--- src/rtl/multi_digit_counter.sv ---
// Prescaled up/down BCD counter with a multiplexed 7-segment display driver.
// Optional leading-zero blanking is enabled by defining LEADING_ZERO_BLANK_EN.
module multi_digit_counter #(
    parameter int DIGITS = 4,
    parameter int DIV_W  = 27,
    parameter int SEL_W  = 5,
    parameter int SCAN_W = 17
) (
    input  logic                  clk,
    input  logic                  rst_n,
    input  logic                  en,
    input  logic                  up,
    input  logic                  load,
    input  logic [4*DIGITS-1:0]   load_val,
    input  logic [SEL_W-1:0]      rate_sel,
    output logic [4*DIGITS-1:0]   count,
    output logic                  tc,
    output logic [DIGITS-1:0]     an,
    output logic [6:0]            seg
);

    localparam int DIG_IDX_W = (DIGITS > 1) ? $clog2(DIGITS) : 1;
    localparam int TAP_W     = (DIV_W > 1) ? $clog2(DIV_W) : 1;
    localparam logic [TAP_W-1:0]     MAX_TAP  = TAP_W'(DIV_W - 1);
    localparam logic [DIG_IDX_W-1:0] LAST_DIG = DIG_IDX_W'(DIGITS - 1);

    // Active-low segment patterns, bit order g..a.
    function automatic logic [6:0] seg7(input logic [3:0] val);
        logic [6:0] pat;
        case (val)
            4'd0:    pat = 7'b1000000;
            4'd1:    pat = 7'b1111001;
            4'd2:    pat = 7'b0100100;
            4'd3:    pat = 7'b0110000;
            4'd4:    pat = 7'b0011001;
            4'd5:    pat = 7'b0010010;
            4'd6:    pat = 7'b0000010;
            4'd7:    pat = 7'b1111000;
            4'd8:    pat = 7'b0000000;
            4'd9:    pat = 7'b0010000;
            default: pat = 7'b1111111;
        endcase
        return pat;
    endfunction

    logic [DIV_W-1:0]     r_presc;
    logic                 r_tap_q;
    logic [4*DIGITS-1:0]  r_count;
    logic                 r_tc;
    logic [SCAN_W-1:0]    r_scan;
    logic [DIG_IDX_W-1:0] r_digit;
    logic [DIGITS-1:0]    r_an;
    logic [6:0]           r_seg;

    logic [31:0]          w_sel_ext;
    logic [TAP_W-1:0]     w_tap;
    logic                 w_tap_bit;
    logic                 w_tick;
    logic [4*DIGITS-1:0]  w_inc;
    logic [4*DIGITS-1:0]  w_dec;
    logic                 w_carry;
    logic                 w_borrow;
    logic [4*DIGITS-1:0]  w_load_clamped;
    logic [3:0]           w_cur_digit;
    logic                 w_blank;
    logic [DIGITS-1:0]    w_upper_zero;
    logic                 w_zero_acc;

    // Out-of-range selects saturate to the slowest tap.
    always_comb begin
        w_sel_ext = 32'(rate_sel);
        w_tap     = MAX_TAP;
        if (w_sel_ext < 32'(DIV_W - 1)) begin
            w_tap = TAP_W'(rate_sel);
        end
    end

    assign w_tap_bit = r_presc[w_tap];
    assign w_tick    = w_tap_bit & ~r_tap_q;

    always_ff @(posedge clk or negedge rst_n) begin
        if (!rst_n) begin
            r_presc <= '0;
            r_tap_q <= 1'b0;
        end else begin
            r_presc <= r_presc + DIV_W'(1);
            r_tap_q <= w_tap_bit;
        end
    end

    // Ripple BCD increment/decrement; the final carry/borrow flags a full wrap.
    always_comb begin
        w_inc    = r_count;
        w_dec    = r_count;
        w_carry  = 1'b1;
        w_borrow = 1'b1;
        for (int i = 0; i < DIGITS; i++) begin
            if (w_carry) begin
                if (r_count[4*i +: 4] >= 4'd9) begin
                    w_inc[4*i +: 4] = 4'd0;
                end else begin
                    w_inc[4*i +: 4] = r_count[4*i +: 4] + 4'd1;
                    w_carry         = 1'b0;
                end
            end
            if (w_borrow) begin
                if (r_count[4*i +: 4] == 4'd0) begin
                    w_dec[4*i +: 4] = 4'd9;
                end else begin
                    w_dec[4*i +: 4] = r_count[4*i +: 4] - 4'd1;
                    w_borrow        = 1'b0;
                end
            end
        end
    end

    always_comb begin
        w_load_clamped = load_val;
        for (int i = 0; i < DIGITS; i++) begin
            if (load_val[4*i +: 4] > 4'd9) begin
                w_load_clamped[4*i +: 4] = 4'd9;
            end
        end
    end

    // Direction is only consulted when a step actually happens.
    always_ff @(posedge clk or negedge rst_n) begin
        if (!rst_n) begin
            r_count <= '0;
            r_tc    <= 1'b0;
        end else if (load) begin
            r_count <= w_load_clamped;
            r_tc    <= 1'b0;
        end else if (en && w_tick) begin
            if (up) begin
                r_count <= w_inc;
                r_tc    <= w_carry;
            end else begin
                r_count <= w_dec;
                r_tc    <= w_borrow;
            end
        end else begin
            r_tc <= 1'b0;
        end
    end

    always_ff @(posedge clk or negedge rst_n) begin
        if (!rst_n) begin
            r_scan  <= '0;
            r_digit <= '0;
        end else begin
            r_scan <= r_scan + SCAN_W'(1);
            if (r_scan == {SCAN_W{1'b1}}) begin
                if (r_digit == LAST_DIG) begin
                    r_digit <= '0;
                end else begin
                    r_digit <= r_digit + DIG_IDX_W'(1);
                end
            end
        end
    end

    // w_upper_zero[i] is set when digit i and every digit above it are zero.
    always_comb begin
        w_upper_zero = '0;
        w_zero_acc   = 1'b1;
        for (int i = DIGITS - 1; i >= 0; i--) begin
            w_zero_acc      = w_zero_acc & (r_count[4*i +: 4] == 4'd0);
            w_upper_zero[i] = w_zero_acc;
        end
    end

    always_comb begin
        w_cur_digit = 4'd0;
        w_blank     = 1'b0;
        for (int i = 0; i < DIGITS; i++) begin
            if (r_digit == DIG_IDX_W'(i)) begin
                w_cur_digit = r_count[4*i +: 4];
`ifdef LEADING_ZERO_BLANK_EN
                w_blank = (i > 0) && w_upper_zero[i];
`else
                w_blank = 1'b0;
`endif
            end
        end
    end

    always_ff @(posedge clk or negedge rst_n) begin
        if (!rst_n) begin
            r_an  <= '1;
            r_seg <= 7'b1111111;
        end else begin
            r_an  <= ~(DIGITS'(1) << r_digit);
            r_seg <= w_blank ? 7'b1111111 : seg7(w_cur_digit);
        end
    end

    assign count = r_count;
    assign tc    = r_tc;
    assign an    = r_an;
    assign seg   = r_seg;

endmodule
--- config.mk ---
export PLATFORM = sky130hd
export DESIGN_NAME = multi_digit_counter
export DESIGN_NICKNAME = d
export VERILOG_FILES = /design/src/rtl/multi_digit_counter.sv
export SDC_FILE = /design/constraint.sdc
export NUM_CORES = 1
export LEC_CHECK = 0
export BUFFER_PORTS_ARGS = -buffer_cell sky130_fd_sc_hd__buf_4
export CORE_ASPECT_RATIO = 1.75
export CORE_MARGIN = 5
export CORE_UTILIZATION = 50
export DETAILED_ROUTE_END_ITERATION = 12
export GPL_TIMING_DRIVEN = 1
export HOLD_SLACK_MARGIN = 0.08
export PLACE_DENSITY = 0.7
export SLEW_MARGIN = 10
export SYNTH_ARGS = -nofsm -noshare
export SYNTH_HDL_FRONTEND = slang
export SYNTH_SLANG_ARGS = --single-unit
export TNS_END_PERCENT = 5
--- constraint.sdc ---
create_clock -name clk -period 2.9 [get_ports clk]
set_clock_uncertainty 0.2 [all_clocks]
set_input_delay 0.29 -clock clk [delete_from_list [all_inputs] [get_ports clk]]
set_output_delay 0.29 -clock clk [all_outputs]
set_load 0.02 [all_outputs]
==> flow_summary.toml <==
[global_routing]
grt_overflow = 0
grt_util_all_layers_pct = 20.3
number_of_global_route_vias_before_repair = 4071
grt_antenna_before_repair = 0
grt_first_pass_wirelength_um = 19100
largest_net_degree_at_the_start_of_global_routing = 76

[sta]
tightestPinTransition_ns = 0.945
worst_hold_slack_ns = 0.0837
timing.max_slew.rel_slack_pct = 37.0
fmaxAchievable_mhz = 374
final-setup-viol-count = 0
post-route-worst-setup-slack_ns = 0.225
period_minus_slack_ns = 2.67
totalNegativeSetupSlack_ns = 0
final.period_utilization_pct = 92.2
timing.final.hold_violations = 0
finalMaxSlewViolations = 0
setup_repair_after_global_routing_missed_its_margin = "false"

[layout]
layout_overhead_on_the_synthesized_area_pct = 19.3
number_of_filler_cells_placed_in_the_layout = 791
postLayoutCoreUtil_pct = 61.3
insertedDiodeCount = 0
post_layout_nonfiller_instances = 678
share_of_post_route_cells_with_drive_strength_above_1_pct = 19.4
nets = 603

[worst_hold_path]
hold_path_class = "primary input to flip-flop"

[critical_path]
worst_path_max_delay_cell = "sky130_fd_sc_hd__or3b_2"
setup.worst_path.start_class = "flip-flop"
cpPeakStageDelay_ns = 0.48
setup.worst_path.class = "flip-flop to flip-flop"
end_kind = "flip-flop"
worst-endpoint-arrival_ns = 2.75
timing.critical_path.required_ns = 2.98
crit_chain = "inv_1 > ha_1 > or3b_2 > o211a_1 > a2111oi_4 > a311o_1 > and3_1"
worst-path-max-fanout = 7

[place]
pre_cts_ws_ns = 0.273
numPortBuffers = 53
gp_congestion = 0.869
hpwlAfterDp_um = 8280
cell_count_post_placement = 655

[route]
num_vias = 3990
drt-total-wl_um = 11300
route.antenna.remaining_nets = 0
drc_errors = 0
vias_per_cell = 5.88
routed_wl_per_cell_um = 16.7
drt_iter0_drc = 251
drt_pre_antenna_iters = 4

[logic_synthesis]
postSynthRegisterBits = 75
yosys_most_used_dff = "sky130_fd_sc_hd__dfrtp_1"
yosysTopAreaCell = "sky130_fd_sc_hd__dfrtp_1"
synth_top_cell_area_share_pct = 34.1
ys_async_rst_share_pct = 100
syn-mean-instance-area_um2 = 9.61
synth_cell_types = 71
synthesis.nets = 539
synth-edff-count = 0
mapped_cells = 489
post_synth_main_area_contributors = "sky130_fd_sc_hd__dfrtp_1 (34%), sky130_fd_sc_hd__ha_1 (6.4%), sky130_fd_sc_hd__dfstp_2 (6.2%)"
synth_cell_count_leaders = "sky130_fd_sc_hd__dfrtp_1 (64), sky130_fd_sc_hd__a21oi_1 (36), sky130_fd_sc_hd__xnor2_1 (33)"
synth.yosys.seq_area_share_pct = 40.2
yosysWarnings = 0
synth_most_common_cell = "sky130_fd_sc_hd__dfrtp_1"
netlist_area_mm2 = 0.00470

[floorplanning]
core_area_mm2 = 0.00915
die_height_um = 138
ioPinCount = 54
placement_rows = 46
start_util_pct = 51.4
dieArea_mm2 = 0.0115
die_width_um = 83.3

[pwr]
power.density_mw_per_mm2 = 529
p_leak_nw = 2.50
vdd.ir_drop.worst_mv = 0.374

[clock_network]
numClockSinks = 75
cts-root-buf = "sky130_fd_sc_hd__clkbuf_16"
cts_tree = "yes"
clkTransAtPathRegs_ns = 0.07
cts_setup_buffers = 0
cts_htree_levels = 3
clockBufferDepth = 2
cts_inserted_buffers = 9
cts_hold_buffers = 7
cts_resized = 0
worstSkewPairLatency_ns = 0.34

[run]
maxCapViolCount = 0

[status]
status = "finished, final reports clean"
## metal layers
| layer | global-route usage [%] | routed length [um] |
|---|---|---|
| met2 | 36.4 | 6090 |
| met3 | 3.51 | 558 |
| met1 | 21.7 | 4160 |
| met5 | 0 | 0 |
| met4 | 12.7 | 504 |
## cell usage in the layout, fill, tap and decap left out, drive strengths merged, types with 24 or more instances in the layout
cell type and n:
nand2 28, ha 24, inv 31, dfrtp 64
xnor2 33, nand3 27, nor2 28, a21oi 37
buf 64
## worst paths after layout
check / start / end / slack, ns / cells past startpoint
max reg2reg: count[5] / count[8] / 0.23 / 7
min reg2reg: r_scan[15] / r_scan[15] / 0.26 / 1
min: load_val[13] / count[13] / 0.08 / 3
max in group asynchronous: rst_n / r_scan[6] / 1.46 / 2
max: count[5] / count[8] / 0.23 / 7
min in group asynchronous: rst_n / count[12] / 0.43 / 2
## state kept, by name, summed over array words and instances (netlist names)
signal	flops
r_presc	27
seg	7
r_scan	17
an	4
tc	1
count	16
r_tap_q	1
r_digit	2
## area by class of cell
class / instances / area [um^2] / area share [%]
Multi-Input combinational cell: 368 / 2630 / 46.8
Tap cell: 120 / 150 / 2.68
Clock inverter: 7 / 58.8 / 1.05
Timing Repair Buffer: 71 / 551 / 9.82
Sequential cell: 75 / 1890 / 33.7
Clock buffer: 9 / 225 / 4.02
Inverter: 28 / 105 / 1.88
## where the power goes
| part | leakage (nW) | total, mW | switching (mW) | internal, mW |
|---|---|---|---|---|
| sequential | 0.951 | 1.19 | 0.0727 | 1.12 |
| clock | 0.139 | 1.08 | 0.482 | 0.594 |
| combinational | 1.41 | 0.698 | 0.401 | 0.298 |
| total | 2.50 | 2.97 | 0.955 | 2.01 |
## metrics by stage
| step | total power, mW | area (um^2) |
|---|---|---|
| detailed placement | 1.90 | 5250 |
| floorplan | 1.63 | 4700 |
| global route | 3.12 | 5610 |
| CTS | 2.99 | 5610 |
| finish | 2.97 | 5610 |
| global placement | 1.89 | 5250 |
## cell families after synthesis
logic type | synth area share (%)
buffers and inverters | 3.91
flip-flops | 40.2
adder cells (fa/ha/maj) | 6.39
AO/OA/AOI/OAI | 20.2
AND/OR/NAND/NOR | 18.4
XOR/XNOR | 8.01
multiplexers | 2.88
## worst max-delay path, delay by kind of cell, from the launching register on
kind / cells / cell delay [ns]
compound gates: 3 / 0.93
flops: 1 / 0.44
fa+ha+maj: 1 / 0.27
simple gates: 2 / 0.63
buf+inv: 1 / 0.15
Power figures use the tool's default switching activity.
